`src/rtl/core_inst_sequencer.sv`:
```
// Instruction sequencer for the 2D accelerator core. For every kij pass it emits
// the core inst word: weight fetch, kernel load, activation fetch, execute, OFIFO drain.
module core_inst_sequencer #(
  parameter int             row    = 8,
  parameter int             col    = 8,
  parameter int             AW     = 11,
  parameter logic [AW-1:0]  W_BASE = 11'h400,
  parameter logic [AW-1:0]  X_BASE = 11'h000,
  parameter logic [AW-1:0]  P_BASE = 11'h000,
  parameter int             GAP    = 4,
  parameter int             TMO    = 64
) (
  input  logic          clk,
  input  logic          reset,
  input  logic          start,
  input  logic          abort,
  input  logic [3:0]    cfg_nkij,
  input  logic [AW-1:0] cfg_nnij,
  input  logic          ofifo_valid,
  output logic [33:0]   inst,
  output logic          busy,
  output logic          done,
  output logic          err_tmo,
  output logic [3:0]    kij_idx
);

  localparam int CMAX1 = ((1 << AW) > (col + 1)) ? (1 << AW) : (col + 1);
  localparam int CMAX2 = (CMAX1 > GAP) ? CMAX1 : GAP;
  localparam int CMAX  = (CMAX2 > row) ? CMAX2 : row;
  localparam int CW    = $clog2(CMAX) + 1;
  localparam int TW    = $clog2(TMO) + 1;

  localparam logic [CW-1:0] ZERO_C   = {CW{1'b0}};
  localparam logic [CW-1:0] ONE_C    = {{(CW-1){1'b0}}, 1'b1};
  localparam logic [CW-1:0] COL_C    = CW'(col);
  localparam logic [CW-1:0] LOAD_END = CW'(col - 1);
  localparam logic [CW-1:0] GAP_END  = CW'(GAP - 1);
  localparam logic [TW-1:0] ZERO_T   = {TW{1'b0}};
  localparam logic [TW-1:0] ONE_T    = {{(TW-1){1'b0}}, 1'b1};
  localparam logic [TW-1:0] TMO_END  = TW'(TMO - 1);
  localparam logic [AW-1:0] ZERO_A   = {AW{1'b0}};
  localparam logic [AW-1:0] ONE_A    = {{(AW-1){1'b0}}, 1'b1};
  localparam logic [33:0]   IDLE_W   = 34'h1_800C_0000;

  typedef enum logic [2:0] {
    S_IDLE, S_W_FETCH, S_W_LOAD, S_W_GAP, S_X_FETCH, S_X_EXEC, S_O_DRAIN, S_DONE
  } state_t;

  state_t        state_r, state_s;
  logic [CW-1:0] cnt_r, cnt_s;
  logic [TW-1:0] tmo_r, tmo_s;
  logic [3:0]    kij_r, kij_s, nkij_r, nkij_s;
  logic [AW-1:0] nnij_r, nnij_s, pptr_r, pptr_s;
  logic          err_r, err_s;
  logic          pend_r;
  logic          rd_s, wr_s;
  logic [33:0]   inst_r, inst_s;
  logic          busy_r, done_r;

  logic          cen_p_s, cen_x_s, l0_rd_s, l0_wr_s, exec_s, load_s;
  logic [AW-1:0] a_p_s, a_x_s;

  // Next-state, counters and drain read/write decisions
  always_comb begin
    state_s = state_r;
    cnt_s   = cnt_r;
    tmo_s   = tmo_r;
    kij_s   = kij_r;
    nkij_s  = nkij_r;
    nnij_s  = nnij_r;
    pptr_s  = pptr_r;
    err_s   = err_r;
    rd_s    = 1'b0;
    wr_s    = 1'b0;
    if (abort) begin
      state_s = S_IDLE;
      cnt_s   = ZERO_C;
    end else begin
      case (state_r)
        S_IDLE: begin
          if (start) begin
            nkij_s = cfg_nkij;
            nnij_s = cfg_nnij;
            kij_s  = 4'd0;
            pptr_s = P_BASE;
            err_s  = 1'b0;
            cnt_s  = ZERO_C;
            if (cfg_nkij == 4'd0) begin
              state_s = S_DONE;
            end else begin
              state_s = S_W_FETCH;
            end
          end else begin
            state_s = S_IDLE;
          end
        end
        S_W_FETCH: begin
          if (cnt_r == COL_C) begin
            state_s = S_W_LOAD;
            cnt_s   = ZERO_C;
          end else begin
            cnt_s = cnt_r + ONE_C;
          end
        end
        S_W_LOAD: begin
          if (cnt_r == LOAD_END) begin
            state_s = S_W_GAP;
            cnt_s   = ZERO_C;
          end else begin
            cnt_s = cnt_r + ONE_C;
          end
        end
        S_W_GAP: begin
          if (cnt_r == GAP_END) begin
            state_s = S_X_FETCH;
            cnt_s   = ZERO_C;
          end else begin
            cnt_s = cnt_r + ONE_C;
          end
        end
        S_X_FETCH: begin
          if (cnt_r == CW'(nnij_r)) begin
            state_s = S_X_EXEC;
            cnt_s   = ZERO_C;
          end else begin
            cnt_s = cnt_r + ONE_C;
          end
        end
        S_X_EXEC: begin
          if (cnt_r + ONE_C == CW'(nnij_r)) begin
            state_s = S_O_DRAIN;
            cnt_s   = ZERO_C;
            tmo_s   = ZERO_T;
          end else begin
            cnt_s = cnt_r + ONE_C;
          end
        end
        S_O_DRAIN: begin
          // cnt_r counts words popped; a pop is always followed by its pmem write
          wr_s = pend_r;
          if (cnt_r < CW'(nnij_r)) begin
            if (ofifo_valid) begin
              rd_s  = 1'b1;
              cnt_s = cnt_r + ONE_C;
              tmo_s = ZERO_T;
            end else if (tmo_r == TMO_END) begin
              err_s   = 1'b1;
              state_s = S_DONE;
              wr_s    = 1'b0;
            end else begin
              tmo_s = tmo_r + ONE_T;
            end
          end else if (!pend_r) begin
            cnt_s = ZERO_C;
            if (kij_r + 4'd1 < nkij_r) begin
              kij_s   = kij_r + 4'd1;
              state_s = S_W_FETCH;
            end else begin
              state_s = S_DONE;
            end
          end else begin
            state_s = S_O_DRAIN;
          end
          if (wr_s) begin
            pptr_s = pptr_r + ONE_A;
          end else begin
            pptr_s = pptr_r;
          end
        end
        S_DONE: begin
          state_s = S_IDLE;
        end
        default: begin
          state_s = S_IDLE;
          cnt_s   = ZERO_C;
        end
      endcase
    end
  end

  // Instruction word for the cycle the FSM is about to enter
  always_comb begin
    cen_p_s = 1'b1;
    a_p_s   = ZERO_A;
    cen_x_s = 1'b1;
    a_x_s   = ZERO_A;
    l0_rd_s = 1'b0;
    l0_wr_s = 1'b0;
    exec_s  = 1'b0;
    load_s  = 1'b0;
    case (state_s)
      S_W_FETCH: begin
        l0_wr_s = (cnt_s != ZERO_C);
        if (cnt_s < COL_C) begin
          cen_x_s = 1'b0;
          a_x_s   = W_BASE + AW'(kij_s) * AW'(col) + cnt_s[AW-1:0];
        end else begin
          cen_x_s = 1'b1;
        end
      end
      S_W_LOAD: begin
        l0_rd_s = 1'b1;
        load_s  = 1'b1;
      end
      S_X_FETCH: begin
        l0_wr_s = (cnt_s != ZERO_C);
        if (cnt_s < CW'(nnij_s)) begin
          cen_x_s = 1'b0;
          a_x_s   = X_BASE + cnt_s[AW-1:0];
        end else begin
          cen_x_s = 1'b1;
        end
      end
      S_X_EXEC: begin
        l0_rd_s = 1'b1;
        exec_s  = 1'b1;
      end
      S_O_DRAIN: begin
        if (wr_s) begin
          cen_p_s = 1'b0;
          a_p_s   = pptr_r;
        end else begin
          cen_p_s = 1'b1;
        end
      end
      default: begin
        cen_p_s = 1'b1;
      end
    endcase
    inst_s = {1'b0, cen_p_s, cen_p_s, 11'(a_p_s), cen_x_s, 1'b1, 11'(a_x_s),
              rd_s, 1'b0, 1'b0, l0_rd_s, l0_wr_s, exec_s, load_s};
  end

  // State, run configuration and registered outputs
  always_ff @(posedge clk or negedge reset) begin
    if (!reset) begin
      state_r <= S_IDLE;
      cnt_r   <= ZERO_C;
      tmo_r   <= ZERO_T;
      kij_r   <= 4'd0;
      nkij_r  <= 4'd0;
      nnij_r  <= ZERO_A;
      pptr_r  <= ZERO_A;
      err_r   <= 1'b0;
      pend_r  <= 1'b0;
      inst_r  <= IDLE_W;
      busy_r  <= 1'b0;
      done_r  <= 1'b0;
    end else begin
      state_r <= state_s;
      cnt_r   <= cnt_s;
      tmo_r   <= tmo_s;
      kij_r   <= kij_s;
      nkij_r  <= nkij_s;
      nnij_r  <= nnij_s;
      pptr_r  <= pptr_s;
      err_r   <= err_s;
      pend_r  <= rd_s;
      inst_r  <= inst_s;
      busy_r  <= (state_s != S_IDLE);
      done_r  <= (state_s == S_DONE);
    end
  end

  assign inst    = inst_r;
  assign busy    = busy_r;
  assign done    = done_r;
  assign err_tmo = err_r;
  assign kij_idx = kij_r;

endmodule

```
`config.mk`:
```
export PLATFORM = sky130hd
export DESIGN_NAME = core_inst_sequencer
export DESIGN_NICKNAME = d
export VERILOG_FILES = /design/src/rtl/core_inst_sequencer.sv
export SDC_FILE = /design/constraint.sdc
export NUM_CORES = 1
export LEC_CHECK = 0
export BUFFER_PORTS_ARGS = -buffer_cell sky130_fd_sc_hd__buf_2
export CORE_ASPECT_RATIO = 0.6
export CORE_MARGIN = 1.5
export CORE_UTILIZATION = 61
export CTS_BUF_LIST = sky130_fd_sc_hd__clkbuf_8
export CTS_CLUSTER_SIZE = 40
export DETAILED_ROUTE_END_ITERATION = 7
export PLACE_DENSITY = 0.79
export SETUP_SLACK_MARGIN = 0.5
export SYNTH_ARGS = -nofsm -noshare
export SYNTH_HDL_FRONTEND = slang
export SYNTH_SLANG_ARGS = --single-unit
```
`constraint.sdc`:
```
create_clock -name clk -period 6.7 [get_ports clk]
set_input_delay 0.67 -clock clk [delete_from_list [all_inputs] [get_ports clk]]
set_output_delay 0.67 -clock clk [all_outputs]
set_load 0.03 [all_outputs]
```
**Word level (Yosys, flattened, before mapping)**

Index checks and enable logic that the tools add are counted.

- $add $sub $neg: 6
- Multiply operators: 0
- Divide/modulo/power cells: 0
- $lt $le $gt $ge: 4
- Eq/ne operators: 26
- Shift-type cells: 0
- Mux-type cells: 72
- Bitwise operators: 1
- Reductions and logical operators: 12

Operators with widths:

| operator | number |
|---|---|
| two-way mux 12 bit | 10 |
| two-way mux 11 bit | 9 |
| one-hot mux 12 bit (7 select lines) | 1 |
| one-hot mux 11 bit (2 select lines) | 2 |
| two-way mux 3 bit | 13 |
| two-way mux 7 bit | 4 |
| == test 12 x 11 -> 1 bit | 2 |
| == test 3 bit, second input constant | 8 |
| < comparator 12 x 11 -> 1 bit | 2 |
| one-hot mux 3 bit (8 select lines) | 1 |
| two-way mux 1 bit | 23 |
| two-way mux 4 bit | 5 |
| one-hot mux 7 bit (2 select lines) | 1 |
| adder 12 x 1 -> 12 bit, second input constant | 1 |
| == test 12 x 2 -> 1 bit, second input constant | 1 |
| == test 12 x 3 -> 1 bit, second input constant | 1 |
| == test 12 x 4 -> 1 bit, second input constant | 1 |
| < comparator 12 x 4 -> 1 bit, second input constant | 1 |
| inequality test 2 bit, second input constant | 6 |
| nonzero test 12 bit | 1 |
| adder 11 x 1 -> 11 bit, second input constant | 1 |
| adder 11 bit | 1 |
| adder 11 x 7 -> 11 bit, first input constant | 1 |
| == test 3 x 2 -> 1 bit, second input constant | 3 |
| 18 further kinds | 22 |

- Flip-flop bits (word level): 85
- Bits in latches: 0
- Memory bits (writable): 0
- Memory bits (read-only): 0
- Output and inout bits: 41
- Word-level logic and storage cells: 133
- Memories: 0

**Longest topological paths before layout**

Gate-level depths: netlist of the first run.

- Word-level depth: 11
- Depth in mapped cells: 20

**Least setup slack after synthesis of the first run**

OpenSTA, ideal clock, no wires.

- Kind: flip-flop to flip-flop
- Start point: register cnt_r[10]
- End point: register inst_r[11], in the netlist inst[11]
- Library setup time: 0.096 ns
- Data arrival time: 4.670 ns
- Data required time: 6.604 ns
- Setup slack: 1.935 ns
- Stages on the path, launching flop included: 19
- Path buffers: 1
- Period minus slack after synthesis: 4.765 ns
- Path through: dfrtp_1 ha_1 a211oi_1 nand2_1 a21oi_1 nand4_1 and2_1 nand3_1 o21ai_0 a311oi_1 ha_1 a21o_1 a21o_1 a21oi_1 o21ai_0 or4b_1 or4_1 buf_2 o32ai_2

- Longest elaborated chain between the ends: 8
- Elaborated cells between the ends (all ways): 38
- Classes of those cells: add/sub: 3; order compare: 3; eq/ne: 7; mux: 25

RTL lines:

| element | line | text |
|---|---|---|
| from (decl) | 50 | `logic [CW-1:0] cnt_r, cnt_s;` |
| from (signal assigned) | 251 | `cnt_r <= cnt_s;` |
| adder 12 x 1 -> 12 bit | 130 | `if (cnt_r + ONE_C == CW'(nnij_r)) begin` |
| == test 12 x 11 -> 1 bit | 130 |  |
| two-way mux 12 bit | 130 |  |
| one-hot mux 12 bit (7 select lines) * | 79 | `case (state_r)` |
| two-way mux 12 bit * | 75 | `if (abort) begin` |
| via cnt_s[5] | 50 |  |
| < comparator 12 x 11 -> 1 bit / < comparator 12 x 4 -> 1 bit (equally long branches) | 207, 194 |  |
| two-way mux 11 bit (on tied branches) | 207, 194 |  |
| one-hot mux 11 bit (2 select lines) * | 191 | `case (state_s)` |
| via a_x_s[4] | 61 | `logic [AW-1:0] a_p_s, a_x_s;` |
| to (signal assigned) | 259 | `inst_r <= inst_s;` |
| to (decl) | 57 | `logic [33:0] inst_r, inst_s;` |

Mark *: on every way through the listed nets, which the timed path passes. The rest lies on a longest branch.
A chain may end at the register's enable or synchronous reset.

**Worst setup path after layout of the first run**

- Start point: register cnt_r[3]
- End point: register inst_r[11], in the netlist inst[11]

- Longest elaborated chain between the ends: 8
- Elaborated cells between the ends (all ways): 38
- Classes of those cells: add/sub: 3; order compare: 3; eq/ne: 7; mux: 25

RTL lines:

| element | line |
|---|---|
| adder 12 x 1 -> 12 bit | -- |
| == test 12 x 11 -> 1 bit / two-way mux 12 bit (equally long branches) | 130, 142 |
| two-way mux 12 bit (on tied branches) | 130, 141 |
| one-hot mux 12 bit (7 select lines) * | 79 |
| two-way mux 12 bit * | 75 |
| via cnt_s[5] | 50 |
| < comparator 12 x 11 -> 1 bit / < comparator 12 x 4 -> 1 bit (equally long branches) | 207, 194 |
| two-way mux 11 bit (on tied branches) | 207, 194 |
| one-hot mux 11 bit (2 select lines) * | 191 |
| via a_x_s[4] | 61 |

Marks and branches as above.

==> results_dict.tcl, run 1 <==
set metrics [dict create \
    cp_max_fo 17 \
    yosysMostFrequentCell "dfrtp_1" \
    setup.worst_path.start_class "flop" \
    yosys_register_bits 84 \
    reg2regPathDepth 18 \
    stdcell_area_um2 5890 \
    htreeDepth 3 \
    ant_nets 0 \
    synthTopCellsByArea "dfrtp_1 38%, ha_1 7.7%, a21oi_1 3.1%" \
    grtUsageTotal 0.345 \
    hold_path.class "input port to async pin" \
    hpwlAfterDp_um 12000 \
    drv_slew 0 \
    grtUsageMet2 0.432 \
    hold_buffers 0 \
    antenna_found_initial 0 \
    cts_root_buf "clkbuf_8" \
    synth_edf_count 0 \
    io_buffer_count 56 \
    rsz0062_at_grt "no" \
    area_delta_synth_final_pct 9.82 \
    grt_pass1_vias 4120 \
    cts.sinks 84 \
    cp.required_ns 6.98 \
    yosys.area.top_type "dfrtp_1" \
    crit_type "flop to flop" \
    synth.avg_cell_area_um2 9.12 \
    ys_async_sr_fraction 1.00 \
    clockPowerShare 0.199 \
    ios 61 \
    first_iter_violations 558 \
    tightest_slew_ns 1.04 \
    post_cts_resized 0 \
    outcome "completed" \
    comb_power_share 0.433 \
    ys_seq_area_frac 0.392 \
    grt_remaining_overflow 0 \
    core.rowCount 26 \
    setup_viol 0 \
    cap_violations 0 \
    gr-max-usage-layer "met1" \
    place_area_um2 5680 \
    cts_tree "yes" \
    gp_congestion 1.04 \
    cp.arrival_ns 6.21 \
    p_seq_frac 0.368 \
    period_needed_ns 5.93 \
    syn_inst 588 \
    start_util 0.629 \
    syn-cell-area_um2 5360 \
    drcViolationCount 0 \
    fp.coreArea_um2 8520 \
    multi_input_area_um2 2940 \
    grt_use_met3 0.121 \
    drt-total-wl_um 15800 \
    dieWidth_um 124 \
    cts.clk_slew.worst_paths_ns 0.09 \
    timing.fmax_mhz 169 \
    final.period_utilization 0.885 \
    clock_path_buffers 2 \
    synth_top_area_share 0.383 \
    hold_viol_final 0 \
    fill_cells 669 \
    ys_types 80 \
    synth_common_cells "82 x dfrtp_1, 44 x inv_1, 44 x nor2_1" \
    p_leak_nw 2.84 \
    die_y_um 75.6 \
    numCtsBuffers 9 \
    grt_max_degree 85 \
    netSwitchingFraction 0.448 \
    power_density_nw_per_um2 330 \
    die_area_um2 9380 \
    clkLatencyLatePin_ns 0.37 \
    met1_usage 0.567 \
    end_kind "flop" \
    p_int_mw 1.07 \
    fin_setup_tns_ns 0 \
    ys_warn_count 0 \
    viasPerCell 6.45 \
    drt-wirelength-per-cell_um 21.1 \
    fin_skew_ns 0.00660 \
    seq_area_um2 2100 \
    relSlewSlack 0.305 \
    ys.flop_type "dfrtp_1" \
    ir_drop_mv 0.233 \
    drive_above_1_share 0.160 \
    post_cts_buffers 0 \
    grt_pass1_wl_um 23500 \
    n_antenna_cell 0 \
    fin_nets 686 \
    p_sw_mw 0.871 \
    vias 4830 \
    drtPass1Iterations 5 \
]
[metrics by stage]
step	instances	worst slack [ns]	util	total power, mW	hold slack, ns
after floorplan	590	1.93	-	1.29	0.374
after global placement	733	1.09	0.666	1.52	0.478
after detailed placement	733	0.968	0.666	1.53	0.489
after CTS	749	0.805	0.690	1.92	0.507
after global routing	749	0.524	0.691	2.05	0.531
final	749	0.773	0.691	1.94	0.468
[layout make-up]
cell class,instances,area share
multi-input cells,429,0.499
flip-flops and latches,84,0.357
repair buffers,63,0.0569
inverters,45,0.0287
well taps,112,0.0238
clock buffers,9,0.0210
clock inverters,7,0.0136
[sequential cells by signal, summed over array words and instances (netlist names)]
register and count:
state_r 3, cnt_r 12, nnij_r 11, tmo_r 7, kij_idx 4, done 1, inst 29, pptr_r 11
busy 1, nkij_r 4, err_tmo 1
[kinds of logic after synthesis]
family          share of synthesized area
mux                                0.0282
xor+xnor                           0.0408
fa+ha+maj                          0.0807
simple gates                        0.207
other cells                       0.00140
flops                               0.392
compound gates                      0.187
buf+inv                            0.0625
[power groups by stage]
| stage | combinational [mW] | clock, mW | sequential, mW |
|---|---|---|---|
| 5_1_grt | 0.917 | 0.408 | 0.724 |
| 3_5_place_dp | 0.811 | 0 | 0.716 |
| 6_report | 0.842 | 0.386 | 0.714 |
| 3_3_place_gp | 0.803 | 0 | 0.714 |
| 4_1_cts | 0.820 | 0.391 | 0.707 |
| 2_1_floorplan | 0.579 | 0 | 0.706 |
[cells in the final DEF (no fill, tap or decap), types with 13 or more instances in the layout]
cell type,Yosys,routed
nand2_1,37,37
o21ai_0,32,32
buf_2,7,55
nor3_1,13,13
dfrtp_1,82,82
and3_1,16,16
nand3_1,22,22
nand4_1,13,13
nor2_1,44,44
xnor2_1,16,16
ha_1,33,33
a21oi_1,33,33
inv_1,44,44
mux2i_1,14,14
[routing by layer]
metal  up-vias  wire length [um]  share of wire
li1       2215                 -              -
met1      2337              7960           0.50
met2       269              5980           0.38
met3         9              1720           0.11
met4         0               103         0.0065
met5         -                 0              0
[critical path, cell delays in order, from the launching register on]
cell      delay (ns)
dfrtp_1         0.75
ha_1            0.38
a21oi_1         0.16
nand3_1         0.11
a21oi_1         0.65
nand4_1         0.27
and2_1          0.30
nand3_1         0.28
o21ai_0         0.15
a311oi_1        0.31
buf_4           0.20
ha_1            0.24
a21o_1          0.19
a21o_1          0.18
a21oi_1         0.14
o21ai_0         0.11
or4b_1          0.57
or4_1           0.59
o32ai_2         0.24
[final timing paths]
path                                  end  slack [ns]  startpoint
worst max-delay path             inst[11]        0.77    cnt_r[3]
worst min-delay path            nkij_r[0]        0.47       reset
worst max register to register   inst[11]        0.77    cnt_r[3]
worst min register to register    err_tmo        0.51     err_tmo
max in group asynchronous       pptr_r[0]        5.55       reset
min in group clk                  err_tmo        0.51     err_tmo
Note: power is estimated with default switching activity, not from simulation.
==> inputs of run 2 (changes only) <==
--- a/config.mk
+++ b/config.mk
@@ -12,8 +12,8 @@
 export CTS_BUF_LIST = sky130_fd_sc_hd__clkbuf_8
 export CTS_CLUSTER_SIZE = 40
 export DETAILED_ROUTE_END_ITERATION = 7
-export PLACE_DENSITY = 0.79
-export SETUP_SLACK_MARGIN = 0.5
+export PLACE_DENSITY = 0.87
+export SETUP_SLACK_MARGIN = 0.15
 export SYNTH_ARGS = -nofsm -noshare
 export SYNTH_HDL_FRONTEND = slang
 export SYNTH_SLANG_ARGS = --single-unit
==> run 2 against run 1 <==
Global-route usage rose by 0.88 points. Via count grew 3.4%. Clock power up 8.5%. Power increased by 2.0%. Sequential cell count is the same. Non-clock buffer count down 1. Routed wire length about the same. First-iteration DRC count rose by 21%. Sequential share of layout area about the same. Final cell count down 0.13%. Core utilization increased by 0.073 points. Critical path type unchanged. Critical endpoint is now inst[10]. Highest routed layer unchanged.
==> results_dict.tcl, run 2 (synthesis gave the netlist of run 1 again) <==
set metrics [dict create \
    die_area_um2 9380 \
    crit_type "flop to flop" \
    viasPerCell 6.68 \
    fill_cells 703 \
    fin_skew_ns 0.0160 \
    cts.clk_slew.worst_paths_ns 0.09 \
    io_buffer_count 56 \
    outcome "completed" \
    fp.coreArea_um2 8520 \
    dp.cells 732 \
    dieWidth_um 124 \
    cts_tree "yes" \
    timing.fmax_mhz 163 \
    post_cts_buffers 0 \
    hold_buffers 0 \
    core.rowCount 26 \
    clock_path_buffers 2 \
    ios 61 \
    final_common_cell "dfrtp_1" \
    cp.required_ns 7.01 \
    final.period_utilization 0.916 \
    area_delta_synth_final_pct 9.94 \
    rsz0062_at_grt "no" \
    start_util 0.629 \
    grtUsageTotal 0.354 \
    place_area_um2 5670 \
    first_iter_violations 674 \
    drv_slew 0 \
    end_kind "flop" \
    relSlewSlack 0.196 \
    drtPass1Iterations 5 \
    cp_max_fo 17 \
    htreeDepth 3 \
    drt-wirelength-per-cell_um 21.1 \
    stdcell_area_um2 5900 \
    ir_drop_mv 0.186 \
    cp.arrival_ns 6.44 \
    hpwlAfterDp_um 11700 \
    tightest_slew_ns 1.21 \
    cp-startpoint "cnt_r[3]" \
    multi_input_area_um2 2930 \
    whs_ns 0.461 \
    grt_max_degree 85 \
    drt-total-wl_um 15800 \
    gp_congestion 0.976 \
    period_needed_ns 6.14 \
    hold_path.class "input port to async pin" \
    largest_register_ff_count 29 \
    antenna_found_initial 0 \
    numCtsBuffers 9 \
    seq_area_um2 2100 \
    fin_setup_tns_ns 0 \
    drive_above_1_share 0.156 \
    fin_cells 748 \
    power_density_nw_per_um2 336 \
    setup_viol 0 \
    ant_nets 0 \
    layout_common_cells "82 x dfrtp_1, 55 x buf_2, 45 x inv_1, 44 x nor2_1, 37 x nand2_1" \
    hold_viol_final 0 \
    cts.sinks 84 \
    n_antenna_cell 0 \
    vias 4996 \
    p_leak_nw 2.84 \
    grt_pass1_vias 4427 \
    grt_remaining_overflow 0 \
    rr_startpoint "cnt_r[3]" \
    grt_pass1_wl_um 24200 \
    fin_nets 685 \
    post_cts_resized 0 \
    cap_violations 0 \
    clkLatencyLatePin_ns 0.38 \
    die_y_um 75.6 \
    setup.worst_path.start_class "flop" \
    cts_root_buf "clkbuf_8" \
    drcViolationCount 0 \
]
## run 2: report_power, final
group	total (mW)	switching (mW)	internal (mW)
Sequential	0.707	0.112	0.595
Combinational	0.855	0.558	0.297
Clock	0.419	0.206	0.213
Total	1.98	0.876	1.11
## run 2: critical path, stage by stage, from the launching register on
cell	delay (ns)
dfrtp_1	0.71
ha_1	0.37
a21oi_1	0.18
nand3_1	0.15
a21oi_1	0.55
nand4_1	0.26
and2_1	0.32
nand3_1	0.32
o21ai_0	0.19
a311oi_1	0.33
buf_4	0.20
ha_1	0.26
a21o_1	0.20
a21o_1	0.17
a21oi_1	0.12
o21ai_0	0.10
or4b_1	0.53
nor4_1	0.84
a2bb2o_1	0.27
## run 2: through the flow
stage	total power, mW	utilization	worst slack (ns)
floorplan	1.29	-	1.93
global placement	1.50	0.666	1.24
detailed placement	1.53	0.666	1.05
CTS	1.95	0.692	0.911
global route	2.09	0.692	0.205
finish	1.98	0.692	0.563
## run 2: worst paths after layout
check	to	slack, ns	depth (start not counted)
setup / recovery	inst[10]	0.56	18
hold / removal	nnij_r[7]	0.46	1
setup reg to reg	inst[10]	0.56	18
hold reg to reg	tmo_r[5]	0.50	1
max in group asynchronous	tmo_r[4]	5.50	1
min in group clk	tmo_r[5]	0.50	1
## run 2: routing by layer
layer  track usage  vias up  part of all wire
li1              -     2201                 -
met1         0.535     2408              0.45
met2         0.477      338              0.40
met3         0.126       49              0.13
met4        0.0833        0             0.020
met5        0.0417        -                 0
## run 2: final cells by class
| cell class | count | area share |
|---|---|---|
| Multi-Input combinational cell | 429 | 0.497 |
| Sequential cell | 84 | 0.357 |
| Timing Repair Buffer | 62 | 0.0556 |
| Inverter | 45 | 0.0286 |
| Tap cell | 112 | 0.0238 |
| Clock buffer | 9 | 0.0210 |
| Clock inverter | 7 | 0.0170 |
